File: src/rtl/hit_drain_fifo_pkg.sv
// Shared types and sizing for the hit drain FIFO.
//   hit_bundle_t : one rasteriser bundle (SAMPS lanes of x/y/z, shared colour, lane mask)
//   hit_t        : one serialised hit (position, colour, source lane)
//   lane_count   : number of valid lanes in a mask
package rast_hit_pkg;

    localparam int SIGFIG = 24;
    localparam int AXIS   = 3;
    localparam int COLORS = 3;
    localparam int SAMPS  = 4;
    localparam int LANE_W = (SAMPS > 1) ? $clog2(SAMPS) : 1;

    typedef struct packed {
        logic [SAMPS-1:0][AXIS-1:0][SIGFIG-1:0] pos;
        logic [COLORS-1:0][SIGFIG-1:0]          color;
        logic [SAMPS-1:0]                       vmask;
    } hit_bundle_t;

    typedef struct packed {
        logic [AXIS-1:0][SIGFIG-1:0]   pos;
        logic [COLORS-1:0][SIGFIG-1:0] color;
        logic [LANE_W-1:0]             lane;
    } hit_t;

    function automatic int unsigned lane_count(input logic [SAMPS-1:0] mask);
        int unsigned n;
        n = 0;
        for (int i = 0; i < SAMPS; i++) begin
            if (mask[i]) n++;
        end
        return n;
    endfunction

endpackage

File: src/rtl/hit_drain_fifo_if.sv
// Bus bundle between the sample-test stage, the drain FIFO and the z-buffer
// write unit.
//   master : upstream/downstream environment (drives bundles and zb_ready_H)
//   slave  : the drain FIFO (drives halt, serialised hit and status)
interface hit_drain_fifo_if;
    import rast_hit_pkg::*;

    logic signed [SIGFIG-1:0] hit_R18S   [AXIS][SAMPS];
    logic        [SIGFIG-1:0] color_R18U [COLORS];
    logic        [SAMPS-1:0]  hit_valid_R18H;
    logic                     halt_RnnnnL;

    logic                     zb_valid_H;
    logic                     zb_ready_H;
    logic signed [SIGFIG-1:0] zb_hit_S   [AXIS];
    logic        [SIGFIG-1:0] zb_color_U [COLORS];
    logic        [LANE_W-1:0] zb_lane_U;

    logic                     overflow_err_H;
    logic        [31:0]       samples_out_U;

    modport master (
        output hit_R18S, color_R18U, hit_valid_R18H, zb_ready_H,
        input  halt_RnnnnL, zb_valid_H, zb_hit_S, zb_color_U, zb_lane_U,
               overflow_err_H, samples_out_U
    );

    modport slave (
        input  hit_R18S, color_R18U, hit_valid_R18H, zb_ready_H,
        output halt_RnnnnL, zb_valid_H, zb_hit_S, zb_color_U, zb_lane_U,
               overflow_err_H, samples_out_U
    );

endinterface

File: src/rtl/hit_drain_fifo_lane_pick.sv
// Lowest-index priority encoder over a lane mask.
//   mask_i : lane mask
//   idx_o  : index of the lowest set bit (0 when mask is empty)
//   any_o  : at least one bit set
//   last_o : exactly one bit set, i.e. the picked lane is the final one
module lane_pick #(
    parameter int N  = 4,
    parameter int IW = (N > 1) ? $clog2(N) : 1
) (
    input  logic [N-1:0]  mask_i,
    output logic [IW-1:0] idx_o,
    output logic          any_o,
    output logic          last_o
);

    always_comb begin
        idx_o = '0;
        // Scan high to low so the lowest set bit wins.
        for (int i = N - 1; i >= 0; i--) begin
            if (mask_i[i]) idx_o = IW'(i);
        end
        any_o  = |mask_i;
        last_o = any_o && ((mask_i & (mask_i - N'(1))) == '0);
    end

endmodule

File: src/rtl/hit_drain_fifo.sv
// Hit drain FIFO: buffers hit bundles from the sample-test stage and
// serialises them, one hit per cycle, onto the z-buffer valid/ready port.
//   clk  : clock
//   rst  : asynchronous reset, active low
//   bus  : slave side of hit_drain_fifo_if
//          in : hit_R18S, color_R18U, hit_valid_R18H, zb_ready_H
//          out: halt_RnnnnL, zb_valid_H, zb_hit_S, zb_color_U, zb_lane_U,
//               overflow_err_H, samples_out_U
module hit_drain_fifo
    import rast_hit_pkg::*;
#(
    parameter int DEPTH = 8,
    parameter int SKID  = 5
) (
    input  logic           clk,
    input  logic           rst,
    hit_drain_fifo_if.slave bus
);

    localparam int PW = (DEPTH > 1) ? $clog2(DEPTH) : 1;
    localparam int CW = $clog2(DEPTH + 1);
    localparam logic [CW-1:0] FULL_CNT = CW'(DEPTH);
    localparam logic [CW-1:0] HALT_CNT = CW'(DEPTH - SKID);

    hit_bundle_t       mem_q [DEPTH];
    logic [PW-1:0]     wr_ptr_q, wr_ptr_d;
    logic [PW-1:0]     rd_ptr_q, rd_ptr_d;
    logic [CW-1:0]     count_q, count_d;
    logic [SAMPS-1:0]  work_mask_q, work_mask_d;
    logic              halt_q;
    logic              overflow_q;
    logic [31:0]       samples_q;

    hit_bundle_t       in_bundle;
    hit_bundle_t       head;
    hit_t              out_hit;
    logic              push_req, push, pop, xfer, full, empty;
    logic [SAMPS-1:0]  lane_bit;
    logic [LANE_W-1:0] pick_idx;
    logic              pick_any, pick_last;

    lane_pick #(.N(SAMPS), .IW(LANE_W)) u_lane_pick (
        .mask_i (work_mask_q),
        .idx_o  (pick_idx),
        .any_o  (pick_any),
        .last_o (pick_last)
    );

    always_comb begin
        in_bundle = '0;
        for (int s = 0; s < SAMPS; s++) begin
            for (int a = 0; a < AXIS; a++) begin
                in_bundle.pos[s][a] = bus.hit_R18S[a][s];
            end
        end
        for (int c = 0; c < COLORS; c++) begin
            in_bundle.color[c] = bus.color_R18U[c];
        end
        in_bundle.vmask = bus.hit_valid_R18H;
    end

    assign head = mem_q[rd_ptr_q];

    always_comb begin
        empty    = (count_q == '0);
        full     = (count_q == FULL_CNT);
        push_req = |bus.hit_valid_R18H;
        xfer     = !empty && bus.zb_ready_H && pick_any;
        pop      = xfer && pick_last;
        // At full a push is only accepted when the head leaves this cycle.
        push     = push_req && (!full || pop);
        lane_bit = SAMPS'(1) << pick_idx;

        count_d  = count_q;
        if (push && !pop) count_d = count_q + CW'(1);
        if (pop && !push) count_d = count_q - CW'(1);

        wr_ptr_d = push ? wr_ptr_q + PW'(1) : wr_ptr_q;
        rd_ptr_d = pop  ? rd_ptr_q + PW'(1) : rd_ptr_q;

        work_mask_d = work_mask_q;
        if (xfer) work_mask_d = work_mask_q & ~lane_bit;
        if (pop) begin
            // Next head is either already stored, or is the bundle arriving now.
            if (count_q > CW'(1)) work_mask_d = mem_q[rd_ptr_q + PW'(1)].vmask;
            else if (push)        work_mask_d = in_bundle.vmask;
            else                  work_mask_d = '0;
        end else if (empty && push) begin
            work_mask_d = in_bundle.vmask;
        end
    end

    always_ff @(posedge clk) begin
        if (push) mem_q[wr_ptr_q] <= in_bundle;
    end

    always_ff @(posedge clk or negedge rst) begin
        if (!rst) begin
            wr_ptr_q    <= '0;
            rd_ptr_q    <= '0;
            count_q     <= '0;
            work_mask_q <= '0;
            halt_q      <= 1'b1;
            overflow_q  <= 1'b0;
            samples_q   <= '0;
        end else begin
            wr_ptr_q    <= wr_ptr_d;
            rd_ptr_q    <= rd_ptr_d;
            count_q     <= count_d;
            work_mask_q <= work_mask_d;
            // Stall early enough that SKID bundles still in flight all fit.
            halt_q      <= (count_d < HALT_CNT);
            if (push_req && full && !pop) overflow_q <= 1'b1;
            if (xfer) samples_q <= samples_q + 32'd1;
        end
    end

    always_comb begin
        out_hit = '0;
        if (!empty) begin
            out_hit.pos   = head.pos[pick_idx];
            out_hit.color = head.color;
            out_hit.lane  = pick_idx;
        end
    end

    always_comb begin
        for (int a = 0; a < AXIS; a++) begin
            bus.zb_hit_S[a] = $signed(out_hit.pos[a]);
        end
        for (int c = 0; c < COLORS; c++) begin
            bus.zb_color_U[c] = out_hit.color[c];
        end
    end

    assign bus.zb_valid_H     = !empty;
    assign bus.zb_lane_U      = out_hit.lane;
    assign bus.halt_RnnnnL    = halt_q;
    assign bus.overflow_err_H = overflow_q;
    assign bus.samples_out_U  = samples_q;

endmodule

File: src/flat_wrapper.sv
// flat-port wrapper written by rule: the top's interface ports become plain ports
module hit_drain_fifo_flat import rast_hit_pkg::*;
#(
    parameter int DEPTH = 8,
    parameter int SKID  = 5
)
  (clk, rst, bus_hit_R18S, bus_color_R18U, bus_hit_valid_R18H, bus_zb_ready_H, bus_halt_RnnnnL, bus_zb_valid_H, bus_zb_hit_S, bus_zb_color_U, bus_zb_lane_U, bus_overflow_err_H, bus_samples_out_U);
  hit_drain_fifo_if bus_i ();
  input  logic clk;
  input  logic rst;
  input wire logic [$bits(bus_i.hit_R18S)-1:0] bus_hit_R18S;
  input wire logic [$bits(bus_i.color_R18U)-1:0] bus_color_R18U;
  input wire logic [$bits(bus_i.hit_valid_R18H)-1:0] bus_hit_valid_R18H;
  input wire logic [$bits(bus_i.zb_ready_H)-1:0] bus_zb_ready_H;
  output wire logic [$bits(bus_i.halt_RnnnnL)-1:0] bus_halt_RnnnnL;
  output wire logic [$bits(bus_i.zb_valid_H)-1:0] bus_zb_valid_H;
  output wire logic [$bits(bus_i.zb_hit_S)-1:0] bus_zb_hit_S;
  output wire logic [$bits(bus_i.zb_color_U)-1:0] bus_zb_color_U;
  output wire logic [$bits(bus_i.zb_lane_U)-1:0] bus_zb_lane_U;
  output wire logic [$bits(bus_i.overflow_err_H)-1:0] bus_overflow_err_H;
  output wire logic [$bits(bus_i.samples_out_U)-1:0] bus_samples_out_U;
  assign bus_i.hit_R18S = {>>{bus_hit_R18S}};
  assign bus_i.color_R18U = {>>{bus_color_R18U}};
  assign bus_i.hit_valid_R18H = bus_hit_valid_R18H;
  assign bus_i.zb_ready_H = bus_zb_ready_H;
  assign bus_halt_RnnnnL = bus_i.halt_RnnnnL;
  assign bus_zb_valid_H = bus_i.zb_valid_H;
  assign bus_zb_hit_S = {>>{bus_i.zb_hit_S}};
  assign bus_zb_color_U = {>>{bus_i.zb_color_U}};
  assign bus_zb_lane_U = bus_i.zb_lane_U;
  assign bus_overflow_err_H = bus_i.overflow_err_H;
  assign bus_samples_out_U = bus_i.samples_out_U;
  hit_drain_fifo #(.DEPTH(DEPTH), .SKID(SKID)) u_core (.clk(clk), .rst(rst), .bus(bus_i));
endmodule
File: config.mk
export PLATFORM = sky130hd
export DESIGN_NAME = hit_drain_fifo_flat
export DESIGN_NICKNAME = d
export VERILOG_FILES = /design/src/rtl/hit_drain_fifo_pkg.sv /design/src/rtl/hit_drain_fifo_if.sv /design/src/rtl/hit_drain_fifo_lane_pick.sv /design/src/rtl/hit_drain_fifo.sv /design/src/flat_wrapper.sv
export SDC_FILE = /design/constraint.sdc
export NUM_CORES = 2
export LEC_CHECK = 0
export ABC_AREA = 1
export CAP_MARGIN = 40
export CORE_MARGIN = 5
export CORE_UTILIZATION = 38
export DETAILED_ROUTE_END_ITERATION = 12
export SLEW_MARGIN = 0
export SYNTH_ARGS = -nofsm -noshare
export SYNTH_HDL_FRONTEND = slang
export SYNTH_HIERARCHICAL = 1
export SYNTH_SLANG_ARGS = --single-unit
File: constraint.sdc
create_clock -name clk -period 18.4 [get_ports clk]
set_input_delay 3.68 -clock clk [delete_from_list [all_inputs] [get_ports clk]]
set_output_delay 3.68 -clock clk [all_outputs]
set_load 0.005 [all_outputs]
* Word-level counts from Yosys, hierarchy flattened
Memory sizes are Yosys's and may differ from the RTL's. Cells that the tools add are included.
Cells by class: equality and inequality tests 1, magnitude comparators 3, mux-type cells 16, add/sub/neg operators 6, shifts and indexed selects 1, reductions and logical operators 20, bitwise operators 3
Operator list (number):
- two-way mux 146 bit | 1
- binary-select mux 72 bit (select 2 bit) | 1
- two-way mux 72 bit | 1
- adder 32 x 1 -> 32 bit (second input constant) | 1
- two-way mux 4 bit | 7
- logical AND 1 bit | 10
- AND 4 bit | 2
- logical NOT 4 bit | 2
- two-way mux 2 bit | 4
- OR reduction 4 bit | 2
- subtractor 4 x 1 -> 4 bit (second input constant) | 2
- adder 3 x 1 -> 3 bit (second input constant) | 2
- adder 4 x 1 -> 4 bit (second input constant) | 1
- equality test 4 bit (second input constant) | 1
- greater-than comparator 4 x 1 -> 1 bit (second input constant) | 1
- logical NOT 1 bit | 4
- less-than comparator 4 x 2 -> 1 bit (second input constant) | 1
- inverter 4 bit | 1
- << shifter 1 x 2 -> 4 bit (first input constant) | 1
- less-than comparator 2 x 3 -> 1 bit (second input constant) | 1
- nonzero test 3 bit | 1
- two-way mux 1 bit | 2
- logical OR 1 bit | 1
Storage, ports and cells: flip-flop bits (word level) 48, bits of input ports 367, memory bits (writable) 2912, output and inout port bits 181, memories kept 1, logic and storage cells 58
Memories:
- u_core.mem_q | depth 8, bits a word 364, rd ports 2, clocked after memory_dff 0, write ports 1, RTL line hit_drain_fifo.sv:25 | hit_bundle_t mem_q [DEPTH];

* Depth between registers and ports, before layout
depth in word-level cells 11, depth in mapped cells 13, depth with buffers taken out 13

* Hierarchy
Netlist, hierarchy kept.
By module, submodules not included:
- hit_drain_fifo | cells each 9069, area an instance 117132.3 sq um, instances 1, seq. area each 88646.3 sq um
- lane_pick | cells each 17, area an instance 70.1 sq um, instances 1, seq. area each 0.0 sq um

* Worst setup path after synthesis
No wires, ideal clock.
path kind input to register, from input port bus_hit_valid_R18H[3], to memory u_core/mem_q[0][0] (netlist bit) (enable), data arrival time 19.561 ns, required time 17.303 ns, library setup time 1.097 ns, slack -2.259 ns, path buffers 1, cell stages on the path 6, path through inv_1 > nand3_1 > clkbuf_1 > nand2_1 > or2_2 > nor2_1
On the way: cells in the longest elaborated chain, start to end 4
Ends and longest elaborated chain:
- start: declaration | RTL line flat_wrapper.sv:13 | input wire logic [$bits(bus_i.hit_valid_R18H)-1:0] bus_hit_valid_R18H;
- OR reduction 4 bit | RTL line hit_drain_fifo.sv:67 | push_req = |bus.hit_valid_R18H;
- logical AND 1 bit | RTL line hit_drain_fifo.sv:71 | push = push_req && (!full || pop);
- two-way mux 1 bit | RTL line hit_drain_fifo.sv:94 | if (push) mem_q[wr_ptr_q] <= in_bundle;
- two-way mux 1 bit (not written as such) | RTL line hit_drain_fifo.sv:94
- end: declaration | RTL line hit_drain_fifo.sv:25
Every way passes these cells.

* Worst setup path in the final report
from register u_core.rd_ptr_q[0], to output port bus_zb_hit_S[22]
On the way: cells in the longest elaborated chain, start to end 4
Ends and longest elaborated chain:
- start: declaration | RTL line hit_drain_fifo.sv:27 | logic [PW-1:0] rd_ptr_q, rd_ptr_d;
- start signal: assignment | RTL line hit_drain_fifo.sv:108 | rd_ptr_q <= rd_ptr_d;
- memory (8 x 364 bit)
- binary-select mux 72 bit (select 2 bit) | RTL line hit_drain_fifo.sv:121 | out_hit.pos = head.pos[pick_idx];
- two-way mux 72 bit (not written as such) | RTL line hit_drain_fifo.sv:121
- two-way mux 146 bit | RTL line hit_drain_fifo.sv:120 | if (!empty) begin
- end: declaration | RTL line flat_wrapper.sv:17 | output wire logic [$bits(bus_i.zb_hit_S)-1:0] bus_zb_hit_S;
Every way passes these cells. The select of a mux whose other input is x is not followed.

==> flow_summary.yaml <==
status:
  status: "finished, final reports clean"
global_routing:
  grt_pass1_wl_um: 497000
  antenna_found_initial: 150
  grtUsageTotal: 0.208
  gr-total-overflow: 0
  grt_pass1_vias: 72620
  grt_max_degree: 246
synthesis:
  yosysWarnings: 6
  synthFlopType: "edfxtp_1"
  yosys.area.top_type: "edfxtp_1"
  ys_seq_area_frac: 0.756
  synth_cells: 9086
  synth_area_leaders: "edfxtp_1 75%, nor2_1 8.0%, o21ai_0 6.1%"
  netlist.area_leader.share: 0.746
  yosys_register_bits: 2960
  syn_area_um2: 117000
  ys_async_sr_fraction: 0.0162
  synth_enable_flop_cells: 2912
  synth_cell_types: 31
  synth_area_per_cell_um2: 12.9
  syn_nets: 9459
worst_setup_path:
  critPathArrivalTime_ns: 6.54
  critPathCaptureType: "output pin"
  path_cells: "buf_12 -> buf_4 -> buf_12 -> o21ai_0 -> o211ai_1 -> nand3_1 -> nand2_1 -> nor2_1 -> nor2_1 -> clkdlybuf4s50_1"
  path_class: "flip-flop to output pin"
  cpPeakStageDelay_ns: 0.94
  required_ns: 14.72
  cp_max_fo: 233
  crit_buf_inv: 4
  crit_slowest_cell: "dfrtp_4"
  path_delay_family: "buffers and inverters"
  startpoint_type: "flip-flop"
pwr:
  p_leak_nw: 44.6
  power_mw: 25.0
  p_per_area_nw_per_um2: 182
  p_switching_mw: 9.47
  ir_drop_uv: 150
  pwr-share-clk: 0.244
  p_seq_frac: 0.387
  combPwrFrac: 0.368
  switching_share: 0.378
  internal-power_mw: 15.6
floorplanning:
  die_h_um: 565
  fp.coreArea_um2: 308000
  start_util: 0.380
  rows: 204
  num_io_pins: 548
  die_area_um2: 320000
  die_w_um: 565
timing:
  setup_viol: 0
  relSlewSlack: 0.186
  drv_slew: 0
  setup_tns_ns: 0
  worst_slack_ns: 8.18
  period_share: 0.556
  fmax_mhz: 97.8
  min_period_ns: 10.22
  hold_violations: 0
  rsz0062_at_grt: "false"
  skew_ns: 0.0893
  worst_pin_slew_ns: 1.22
finish:
  syn2layout_area_growth_pct: 17.3
  nets: 9878
  fin_util: 0.446
  drive_above_1_share: 0.0638
  stdcell_count: 13919
  fillers: 27410
clocking:
  htree_levels: 5
  cts_tree: "done"
  postCtsHoldBufs: 0
  cts_resized: 0
  clock-root-buffer: "clkbuf_16"
  worstSkewPairLatency_ns: 0.92
  ctsLongestPathBuffers: 4
  cts_made_buffers: 316
  path_clk_slew_ns: 0.06
  clock_sinks: 2960
  cts_setup_buffers: 0
place:
  portBuffers: 547
  placed_cells: 13307
  place_congestion: 0.805
  detailed_place_hpwl_um: 197000
  place_ws_ns: 9.22
route:
  ant_nets: 0
  first_iter_violations: 7433
  wl_per_cell_um: 24.8
  drt-pass1-iter-count: 6
  drcViolationCount: 0
  drt_wl_total_um: 345000
  via_per_inst: 5.44
  route.vias.total: 75661
hold_path:
  hold_path_class: "flip-flop to flip-flop"
flow_run:
  cap_violations: 0
Yosys cell counts, drive strengths merged (9+ instances only):
cell type and count:
nand3 426, nand2 303, o211ai 481, o21ai 1538, edfxtp 2912, xnor2 12
dfrtp 47, clkbuf 337, nor2 2494, nand4 11, o22ai 144, inv 62
xor2 16, nor3 9, buf 274
worst paths after layout:
| kind | slack (ns) | end | startpoint | cells past startpoint |
|---|---|---|---|---|
| max | 8.18 | bus_zb_hit_S[22] | u_core/rd_ptr_q[0] | 10 |
| max in group asynchronous | 14.82 | u_core/rd_ptr_q[0] | rst | 2 |
| min | 0.51 | u_core/bus.overflow_err_H | u_core/bus.overflow_err_H | 1 |
| min in group asynchronous | 2.94 | u_core/bus.samples_out_U[28] | rst | 2 |
| max reg2reg | 12.23 | u_core/mem_q[2][305] | u_core/count_q[0] | 12 |
| min reg2reg | 0.51 | u_core/bus.overflow_err_H | u_core/bus.overflow_err_H | 1 |
sequential cells by signal, summed over array words and instances, names as in the netlist:
signal	cells
u_core/bus.samples_out_U	32
u_core/wr_ptr_q	3
u_core/mem_q	2912
u_core/bus.halt_RnnnnL	1
u_core/rd_ptr_q	3
u_core/count_q	4
u_core/work_mask_q	4
u_core/bus.overflow_err_H	1
per-layer routing:
metal	global-route usage	wire [um]
met5	0	539
met1	0.271	139000
met2	0.344	166000
met4	0.0727	11800
met3	0.0453	27000
layout by cell type (no fill, tap or decap), drive strengths merged, types with 144 or more instances in the layout:
cell type / synthesis / layout
nand2: 303 / 303
clkbuf: 337 / 384
buf: 274 / 166
nor2: 2494 / 2494
clkdlybuf4s50: 0 / 546
o211ai: 481 / 481
nand3: 426 / 426
o21ai: 1538 / 1538
o22ai: 144 / 144
edfxtp: 2912 / 2912
power by group through the flow:
stage	combinational, mW	sequential [mW]	clock (mW)
floorplan	5.00	10.9	0
global placement	8.84	9.82	0
detailed placement	9.26	9.84	0
CTS	9.31	9.70	6.24
global route	9.98	9.82	6.51
finish	9.22	9.70	6.12
area by class of cell:
cell class / count / area [um2] / area share
multi-input cells: 5451 / 25400 / 0.185
well taps: 4120 / 5150 / 0.0375
clock inverters: 177 / 1660 / 0.0120
flip-flops and latches: 2960 / 88700 / 0.645
clock buffers: 384 / 8250 / 0.0600
inverters: 64 / 279 / 0.00203
diodes: 51 / 128 / 0.000928
repair buffers: 712 / 7950 / 0.0578
kinds of logic after synthesis:
logic type                 count (synthesis)  share of synthesized area
AOI/OAI and AO/OA                       2170                      0.105
buffers and inverters                    675                     0.0273
xor gates and xnor gates                  28                    0.00209
DFF                                     2960                      0.756
adders and majority gates                  6                   0.000641
and+or+nand+nor                         3247                      0.109
stage by stage:
| stage | instance area, um2 | hold slack (ns) |
|---|---|---|
| after floorplan | 117000 | 0.468 |
| after global placement | 126000 | 0.500 |
| after detailed placement | 127000 | 0.514 |
| after CTS | 137000 | 0.528 |
| after global routing | 137000 | 0.548 |
| final | 138000 | 0.509 |
worst register-to-register path: stages (launching register included):
cell	delay (ns)
dfrtp_1	0.39
inv_1	0.11
ha_1	0.28
nand2_2	0.34
nand3_1	0.53
nand4_1	0.26
nand2_1	0.10
or2_2	0.40
nor2_4	0.43
buf_12	0.60
buf_4	0.79
buf_4	0.67
buf_4	0.75
No activity file was read; power rests on OpenSTA's default activity.
